`src/rtl/ctrl_mc.sv`:
```
// Multicycle control FSM for the SISC processor: decodes opcode/mm, samples stat
// in DECODE, and drives register-file, ALU, PC, IR and data-memory strobes.
module ctrl_mc #(
  parameter int OPC_W  = 4,
  parameter int MM_W   = 4,
  parameter int IMM_MM = 8
) (
  input  logic             clk,
  input  logic             rst_f,
  input  logic [OPC_W-1:0] opcode,
  input  logic [MM_W-1:0]  mm,
  input  logic [MM_W-1:0]  stat,
  input  logic             mem_ready,
  output logic             mem_req,
  output logic             dm_we,
  output logic             mm_sel,
  output logic             rf_we,
  output logic [1:0]       alu_op,
  output logic [1:0]       wb_sel,
  output logic             rb_sel,
  output logic             br_sel,
  output logic             ir_load,
  output logic             pc_sel,
  output logic             pc_write,
  output logic             pc_rst,
  output logic             halted
);

  // state   | meaning
  // START   | clear PC after reset
  // FETCH   | read instruction at PC, wait for mem_ready
  // DECODE  | resolve branches, dispatch
  // EXECUTE | ALU operation or address calculation
  // MEM     | data access for LOD/STR, wait for mem_ready
  // WB      | register writeback (ALU, load, first swap half)
  // WB2     | second swap writeback
  // HALT    | stopped until reset
  typedef enum logic [2:0] {
    S_START, S_FETCH, S_DECODE, S_EXECUTE, S_MEM, S_WB, S_WB2, S_HALT
  } state_t;

  localparam logic [OPC_W-1:0] OP_LOD = OPC_W'(1);
  localparam logic [OPC_W-1:0] OP_STR = OPC_W'(2);
  localparam logic [OPC_W-1:0] OP_SWP = OPC_W'(3);
  localparam logic [OPC_W-1:0] OP_BRA = OPC_W'(4);
  localparam logic [OPC_W-1:0] OP_BRR = OPC_W'(5);
  localparam logic [OPC_W-1:0] OP_BNE = OPC_W'(6);
  localparam logic [OPC_W-1:0] OP_BNR = OPC_W'(7);
  localparam logic [OPC_W-1:0] OP_ALU = OPC_W'(8);
  localparam logic [OPC_W-1:0] OP_HLT = OPC_W'(15);

  state_t state, next_state;

  logic is_lod, is_str, is_swp, is_bra, is_brr, is_bne, is_bnr, is_alu, is_hlt;
  logic is_imm, hit, taken;

  assign is_lod = (opcode == OP_LOD);
  assign is_str = (opcode == OP_STR);
  assign is_swp = (opcode == OP_SWP);
  assign is_bra = (opcode == OP_BRA);
  assign is_brr = (opcode == OP_BRR);
  assign is_bne = (opcode == OP_BNE);
  assign is_bnr = (opcode == OP_BNR);
  assign is_alu = (opcode == OP_ALU);
  assign is_hlt = (opcode == OP_HLT);
  assign is_imm = (mm == MM_W'(IMM_MM));
  assign hit    = |(mm & stat);
  assign taken  = ((is_bra | is_brr) & ((mm == '0) | hit)) |
                  ((is_bne | is_bnr) & ~hit);

  always_ff @(posedge clk or posedge rst_f) begin
    if (rst_f) state <= S_START;
    else       state <= next_state;
  end

  always_comb begin
    next_state = state;
    mem_req    = 1'b0;
    dm_we      = 1'b0;
    mm_sel     = 1'b0;
    rf_we      = 1'b0;
    alu_op     = 2'b10;
    wb_sel     = 2'b00;
    rb_sel     = 1'b0;
    br_sel     = 1'b0;
    ir_load    = 1'b0;
    pc_sel     = 1'b0;
    pc_write   = 1'b0;
    pc_rst     = 1'b0;
    halted     = 1'b0;
    case (state)
      S_START: begin
        pc_rst     = 1'b1;
        next_state = S_FETCH;
      end
      S_FETCH: begin
        mem_req = 1'b1;
        if (mem_ready) begin
          ir_load    = 1'b1;
          pc_write   = 1'b1;
          next_state = S_DECODE;
        end
      end
      S_DECODE: begin
        br_sel   = is_bra | is_bne;
        pc_sel   = taken;
        pc_write = taken;
        rb_sel   = is_alu & is_imm;
        if (is_hlt)                                next_state = S_HALT;
        else if (is_alu | is_lod | is_str | is_swp) next_state = S_EXECUTE;
        else                                       next_state = S_FETCH;
      end
      S_EXECUTE: begin
        if (is_alu) begin
          alu_op     = is_imm ? 2'b01 : 2'b00;
          rb_sel     = is_imm;
          next_state = S_WB;
        end else if (is_lod | is_str) begin
          alu_op     = 2'b11;
          next_state = S_MEM;
        end else if (is_swp) begin
          next_state = S_WB;
        end else begin
          next_state = S_FETCH;
        end
      end
      S_MEM: begin
        mem_req = 1'b1;
        mm_sel  = 1'b1;
        alu_op  = 2'b11;
        dm_we   = is_str;
        if (mem_ready) next_state = is_lod ? S_WB : S_FETCH;
      end
      S_WB: begin
        rf_we      = 1'b1;
        wb_sel     = is_lod ? 2'b01 : (is_swp ? 2'b10 : 2'b00);
        next_state = is_swp ? S_WB2 : S_FETCH;
      end
      S_WB2: begin
        rf_we      = 1'b1;
        wb_sel     = 2'b11;
        next_state = S_FETCH;
      end
      S_HALT: begin
        halted = 1'b1;
      end
      default: next_state = S_START;
    endcase
  end

endmodule

```
`config.mk`:
```
export PLATFORM = sky130hd
export DESIGN_NAME = ctrl_mc
export DESIGN_NICKNAME = d
export VERILOG_FILES = /design/src/rtl/ctrl_mc.sv
export SDC_FILE = /design/constraint.sdc
export NUM_CORES = 1
export LEC_CHECK = 0
export BUFFER_PORTS_ARGS = -buffer_cell sky130_fd_sc_hd__clkbuf_2
export CORE_AREA = 2 2 39 41
export CTS_CLUSTER_DIAMETER = 50
export DETAILED_ROUTE_END_ITERATION = 7
export DIE_AREA = 0 0 41 43
export PLACE_DENSITY = 0.72
export SLEW_MARGIN = 20
export SYNTH_ARGS = -nofsm -noshare
export SYNTH_HDL_FRONTEND = slang
export SYNTH_SLANG_ARGS = --single-unit
export TNS_END_PERCENT = 50
```
`constraint.sdc`:
```
create_clock -name clk -period 3.8 [get_ports clk]
set_input_delay 0.38 -clock clk [delete_from_list [all_inputs] [get_ports clk]]
set_output_delay 0.38 -clock clk [all_outputs]
set_load 0.1 [all_outputs]
```
==> impl_results.md, run 1 <==
* Outcome: finished, final reports clean
* Sequential element share of the synthesized area at 13.76%
* Final nets at 121
* Post-layout util at 51.72%
* Initial DRC count at 11
* Initial antenna violation count at 0
* F_max at slightly below 0.4 GHz
* Top flop regs: state x3
* Peak VDD IR at 0.5307 mV
* Clock group share of total power at 8.8%
* Clk sinks at 3
* Synth Register Bits at 3
* Smallest hold slack at 544.7 ps
* CTS tree: done
* Reg-to-reg endpoint: state[1]$_DFFE_PP0P_
* Mapped Cells at 77
* Via density at 5.314
* Crit share post-route at 66.67%
* DP HPWL at 1060 um
* Total Wirelength at 1348 um
* Reg-to-reg startpoint: state[1]$_DFFE_PP0P_
* Crit path DAT at roughly 2200 ps
* DRT antenna net count at 0
* RSZ-0062 raised after global routing: no
* Total net switching power at 0.0004361 W
* Starting Density at around two fifths
* Fin worst setup slack at around 1300 ps
* Max Buffers Root-to-Sink at 2
* Filler Cells Inserted at roughly 150
* Measured slew at the worst slew-check pin at 542.2 ps
* Clk pin slew, worst setup/hold paths at 40 ps
* DIE AREA at approximately 1800 um^2
* Max FO, Critical Path at 20
* Final Max Tran Viols at 0
* CTS H-tree depth at 1
* Final TNS setup at 0 ps
* Core ar. at 1384 um^2
* Vias in the first global route at 580
* FF-to-FF path depth at 4
* PwrDens at roughly 870 nW/um^2
* Sw frac at 70.20%
* Crit path kind: flop to output pin
* Gpl congestion at 0.8179
* Root buffer cell: clkbuf_4
* Pin count of the biggest net entering global routing at 21
* Final hold viol count at 0
* Setup violators final at 0
* Setup bufs post-CTS at 0
* GRT Overall Usage at between 10% and 20%
* Worst skew pair latency at between 200 and 250 ps
* Die Span Y at ~43 um
* Synthesized cell area at 545.5 um^2
* Min-delay worst type: input port to asynchronous set/reset pin
* GRT overflow at 0
* Register name with the most flops: state
* Clock skew at 0.7291 ps
* Critical Path RT at 3420 ps
* Vias at 643
* IO buf count at 29
* Syn_area_per_cell at 7.085 um^2
* Final critical-path required period at around 2500 ps
* Num ports at 30
* Internal Pwr Total at 0.0001852 W
* Crit end category: output pin
* Fraction of layout cells with a size suffix above 1 at 38.10%
* DRT Pass-1 Iters at 4
* Max incr delay on CP at 660 ps
* Max cap viols at 0
* Post-synthesis cell type count at 38
* Critical Path, Cell by Cell: nand2_1 -> or4_4 -> a21o_1 -> o21bai_2 -> clkbuf_2
* First-pass GRT wire length at 2201 um
* # rows at 14
* Slowest-stage cell, CP: dfrtp_1
* Diode count at 0
* Combinational fraction of design power at 73.0%
* Wire per inst at 11.14 um
* Drt drc at 0
* Yosys warning count at 0
* Max reg flops at 3
* Internal reg-to-reg setup slack at ~2300 ps
* Worst slew margin at 64.01%
* Area delta synth->final at 31.19%
* DP Worst Slack at 1518 ps
* Sequential power share at 18.2%
* Synthesized Nets at 92
* Die boundary width at 41 um
* CP Launch Type: flop
* TritonCTS Buffers at 3
* Leak at between 0.3 and 0.4 nW
cell usage after synthesis, drive strengths merged:
cell	number	area share [%]
a21o	1	1.4
a21boi	2	2.8
or2	2	2.3
o21a	1	1.4
nor3	8	7.3
nand2	7	5.3
a2111oi	1	2.8
a211oi	2	3.7
or4	1	2.1
nand2b	6	6.9
a22oi	2	2.8
nor2	6	4.1
o211ai	1	1.4
nor2b	5	5.7
o21ai	3	2.8
nor4	5	6.9
nor4b	1	2.8
a21oi	2	1.8
nor3b	1	1.4
dfrtp	3	14
buf	5	6.2
and2	1	1.1
inv	2	1.4
and3	1	1.1
o21bai	1	2.1
nand3	3	2.8
clkbuf	1	0.69
a32oi	1	1.6
o221ai	1	1.6
and4bb	1	2.3
power by group through the flow:
| stage | Sequential, W | Combinational, W | Clock [W] |
|---|---|---|---|
| after floorplan | 0.0000637 | 0.000443 | 0 |
| after global placement | 0.000110 | 0.000453 | 0 |
| after detailed placement | 0.000112 | 0.000455 | 0 |
| after CTS | 0.000111 | 0.000457 | 0.0000575 |
| after global routing | 0.000122 | 0.000483 | 0.0000604 |
| final | 0.000113 | 0.000453 | 0.0000547 |
cell type report:
type	count	area, um^2	share of cell area, %
Clock buffer	4	26.28	3.671
Timing Repair Buffer	30	155.1	21.68
Inverter	2	7.507	1.049
Sequential cell	3	75.07	10.49
Tap cell	16	20.02	2.797
Multi-Input combinational cell	66	431.7	60.31
per-stage QoR:
step	power, W	instances	instance area [um^2]
after floorplan	0.0005064	77	551.8
after global placement	0.0005633	116	679.4
after detailed placement	0.0005673	116	679.4
after CTS	0.0006257	121	715.7
after global routing	0.0006658	121	715.7
final	0.0006213	121	715.7
cell usage in the layout, fill, tap and decap left out, types with 2 or more instances in the layout:
master / n
inv_1: 2
nand2b_1: 6
nor4_1: 3
nor2_1: 6
a21oi_1: 2
nor2b_1: 5
clkbuf_4: 3
o21ai_1: 2
clkbuf_2: 29
nand2_1: 6
nand3_1: 3
nor4_2: 2
nor3_1: 8
a22oi_1: 2
dfrtp_1: 3
critical path: cells and delay by family (launching register included):
| kind | cells | cell delay, ps |
|---|---|---|
| AOI/OAI and AO/OA | 2 | 290 |
| DFF | 1 | 660 |
| and+or+nand+nor | 2 | 520 |
| buffers and inverters | 1 | 460 |
worst max path at each step:
stage | start | to | slack [ps] | depth (start not counted)
global placement | state[1]$_DFFE_PP0P_ | pc_write | 1540 | 5
global route | state[1]$_DFFE_PP0P_ | pc_write | 1110 | 5
CTS | state[1]$_DFFE_PP0P_ | pc_write | 1270 | 5
detailed placement | state[1]$_DFFE_PP0P_ | pc_write | 1520 | 5
floorplan | opcode[2] | rb_sel | 310 | 4
finish | state[1]$_DFFE_PP0P_ | pc_write | 1270 | 5
routing by layer:
| metal | track usage (%) | vias to the layer above | wire length, um |
|---|---|---|---|
| li1 | - | 343 | - |
| met1 | 20.45 | 278 | 598 |
| met2 | 30.00 | 22 | 668 |
| met3 | 2.618 | 0 | 81 |
| met4 | 8.667 | 0 | 0 |
| met5 | 0 | - | 0 |
what timing repair did:
action | in CTS | in global routing
endpoints found under the hold margin | 3 | 0
resized for setup | 0 | 0
hold buffers | 1 | 0
logic make-up after synthesis:
logic type      count (synthesis)  share of synthesized area (%)
buf+inv                         8                          8.256
simple gates                   48                          52.07
flops                           3                          13.76
compound gates                 18                          25.92
Power figures use the tool's default switching activity.
==> inputs of run 2 (changes only) <==
--- a/config.mk
+++ b/config.mk
@@ -6,11 +6,10 @@
 export NUM_CORES = 1
 export LEC_CHECK = 0
 export BUFFER_PORTS_ARGS = -buffer_cell sky130_fd_sc_hd__clkbuf_2
-export CORE_AREA = 2 2 39 41
+export CORE_UTILIZATION = 38
 export CTS_CLUSTER_DIAMETER = 50
 export DETAILED_ROUTE_END_ITERATION = 7
-export DIE_AREA = 0 0 41 43
-export PLACE_DENSITY = 0.72
+export PLACE_DENSITY = 0.7
 export SLEW_MARGIN = 20
 export SYNTH_ARGS = -nofsm -noshare
 export SYNTH_HDL_FRONTEND = slang
==> constraint.sdc (replaced) <==
create_clock -name clk -period 2.3 [get_ports clk]
set_input_delay 0.23 -clock clk [delete_from_list [all_inputs] [get_ports clk]]
set_output_delay 0.23 -clock clk [all_outputs]
set_load 0.1 [all_outputs]
==> impl_results.md, run 2 (same netlist as run 1, synthesis figures left out) <==
* Wire per inst at 11.47 um
* CP Launch Type: flop
* Reg-to-reg startpoint: state[0]$_DFFE_PP0P_
* Grt met1 use at 23.13%
* IO buf count at 29
* CP bufs+invs at 1
* Crit share post-route at 93.78%
* Die boundary width at 39.89 um
* FF-to-FF path depth at 4
* Root buffer cell: clkbuf_4
* Outcome: finished, final reports clean
* Reg-to-reg endpoint: state[1]$_DFFE_PP0P_
* CTS H-tree depth at 1
* Diode count at 0
* Register name with the most flops: state
* Slowest-stage cell, CP: dfrtp_1
* # rows at 13
* Area delta synth->final at 41.06%
* GRT Overall Usage at 19.09%
* Commonest non-fill, non-tap cells in the layout: 25 x clkbuf_2, 7 x nor3_1, 6 x nor2_1, 6 x nand2b_1, 6 x nand2_1
* Die Span Y at roughly 40 um
* Measured slew at the worst slew-check pin at 542.2 ps
* Initial antenna violation count at 0
* DRT antenna net count at 0
* Crit path kind: flop to output pin
* GRT overflow at 0
* PwrDens at 1427 nW/um^2
* Num ports at 30
* Worst slew margin at between 60% and 70%
* RSZ-0062 raised after global routing: no
* Internal reg-to-reg setup slack at 770 ps
* Critical Path RT at 2070 ps
* Fin worst setup slack at 143.1 ps
* Pin count of the biggest net entering global routing at 21
* Crit path DAT at 1930 ps
* TritonCTS Buffers at 3
* Core ar. at 1318 um^2
* Final Power at around 0.0011 W
* Clk sinks at 3
* Vias at 668
* Filler Cells Inserted at 129
* Fraction of layout cells with a size suffix above 1 at a little over two fifths
* Cell family with most CP delay: simple AND/OR/NAND/NOR gates
* Min-delay worst type: input port to asynchronous set/reset pin
* Final Max Tran Viols at 0
* CTS tree: done
* CP Depth at 4
* DIE AREA at 1591 um^2
* Final hold viol count at 0
* Gpl congestion at 0.8735
* Met2 global-route usage at ~32%
* Vias in the first global route at 494
* Most crowded layer after global routing: met2
* Max reg flops at 3
* Commonest non-fill, non-tap cell in the layout: clkbuf_2
* F_max at roughly 0.46 GHz
* Max Buffers Root-to-Sink at 2
* Max FO, Critical Path at 17
* DRT Pass-1 Iters at 3
* Worst skew pair latency at 230 ps
* Setup bufs post-CTS at 0
* Starting Density at 41.41%
* Max cap viols at 0
* DP HPWL at 1057 um
* Clock skew at between 0.6 and 0.7 ps
* Drt drc at 0
* Initial DRC count at 11
* Leak at 0.3315 nW
* Clk pin slew, worst setup/hold paths at around 40 ps
* First-pass GRT wire length at 2001 um
* Top flop regs: state x3
* DP Worst Slack at between 300 and 400 ps
* Via density at 5.521
* Max incr delay on CP at 550 ps
* Final nets at 122
* Setup violators final at 0
* Peak VDD IR at 0.8263 mV
* Crit end category: output pin
* Global Route met3 Usage at 3.409%
* Final critical-path required period at 2157 ps
* Total Wirelength at between 1000 and 1500 um
* Critical Path, Cell by Cell: nand2b_1 -> or2_1 -> nor4_2 -> clkbuf_2
run 2: cell count changes in the layout (fill, tap and decap cells not counted), sizes merged:
cell	before	now
buf	0	5
clkbuf	33	29
run 2: report_power, final:
| group | internal (W) | switching (W) |
|---|---|---|
| logic | 0.000207 | 0.000622 |
| clock network | 0.0000648 | 0.0000247 |
| registers | 0.0000797 | 0.0000994 |
| total | 0.000352 | 0.000747 |
run 2: what timing repair did:
item | CTS | global route
setup endpoints to repair | 0 | 2
endpoints found under the hold margin | 3 | 0
resized for setup | 0 | 2
hold buffers | 1 | 0
run 2: final cells by class:
cell class | instances | area (um^2) | share of cell area [%]
clock buffers | 4 | 26.28 | 3.415
flip-flops and latches | 3 | 76.32 | 9.919
multi-input cells | 66 | 445.4 | 57.89
repair buffers | 31 | 195.2 | 25.37
well taps | 15 | 18.77 | 2.439
inverters | 2 | 7.507 | 0.9756
run 2: tightest hold or removal path, cell delays in order:
cell and delay (ps):
dlygate4sd3_1 540, clkbuf_2 100, inv_1 90
run 2: worst max path at each step:
stage,endpoint,start,slack [ps]
after detailed placement,pc_sel,state[1]$_DFFE_PP0P_,330
after CTS,pc_sel,state[1]$_DFFE_PP0P_,80
after floorplan,dm_we,state[0]$_DFFE_PP0P_,-380
after global placement,pc_sel,state[1]$_DFFE_PP0P_,350
after global routing,dm_we,state[0]$_DFFE_PP0P_,50
final,dm_we,state[0]$_DFFE_PP0P_,140
run 2: metrics by stage:
step / area (um^2) / util [%] / hold WS, ps / setup TNS (ps) / cells
after floorplan: 565.5 / - / -16.36 / -1411 / 77
after global placement: 732.0 / 55.56 / 74.70 / 0 / 116
after detailed placement: 732.0 / 55.56 / 77.65 / 0 / 116
after CTS: 768.2 / 58.31 / 384.2 / 0 / 121
after global routing: 769.5 / 58.40 / 421.9 / 0 / 121
final: 769.5 / 58.40 / 403.8 / 0 / 121
run 2: routing by layer:
layer  routed length (um)  vias up
met5                    0        -
met4                    0        0
met3                   35        0
met1                  667      313
met2                  685       13
li1                     -      342
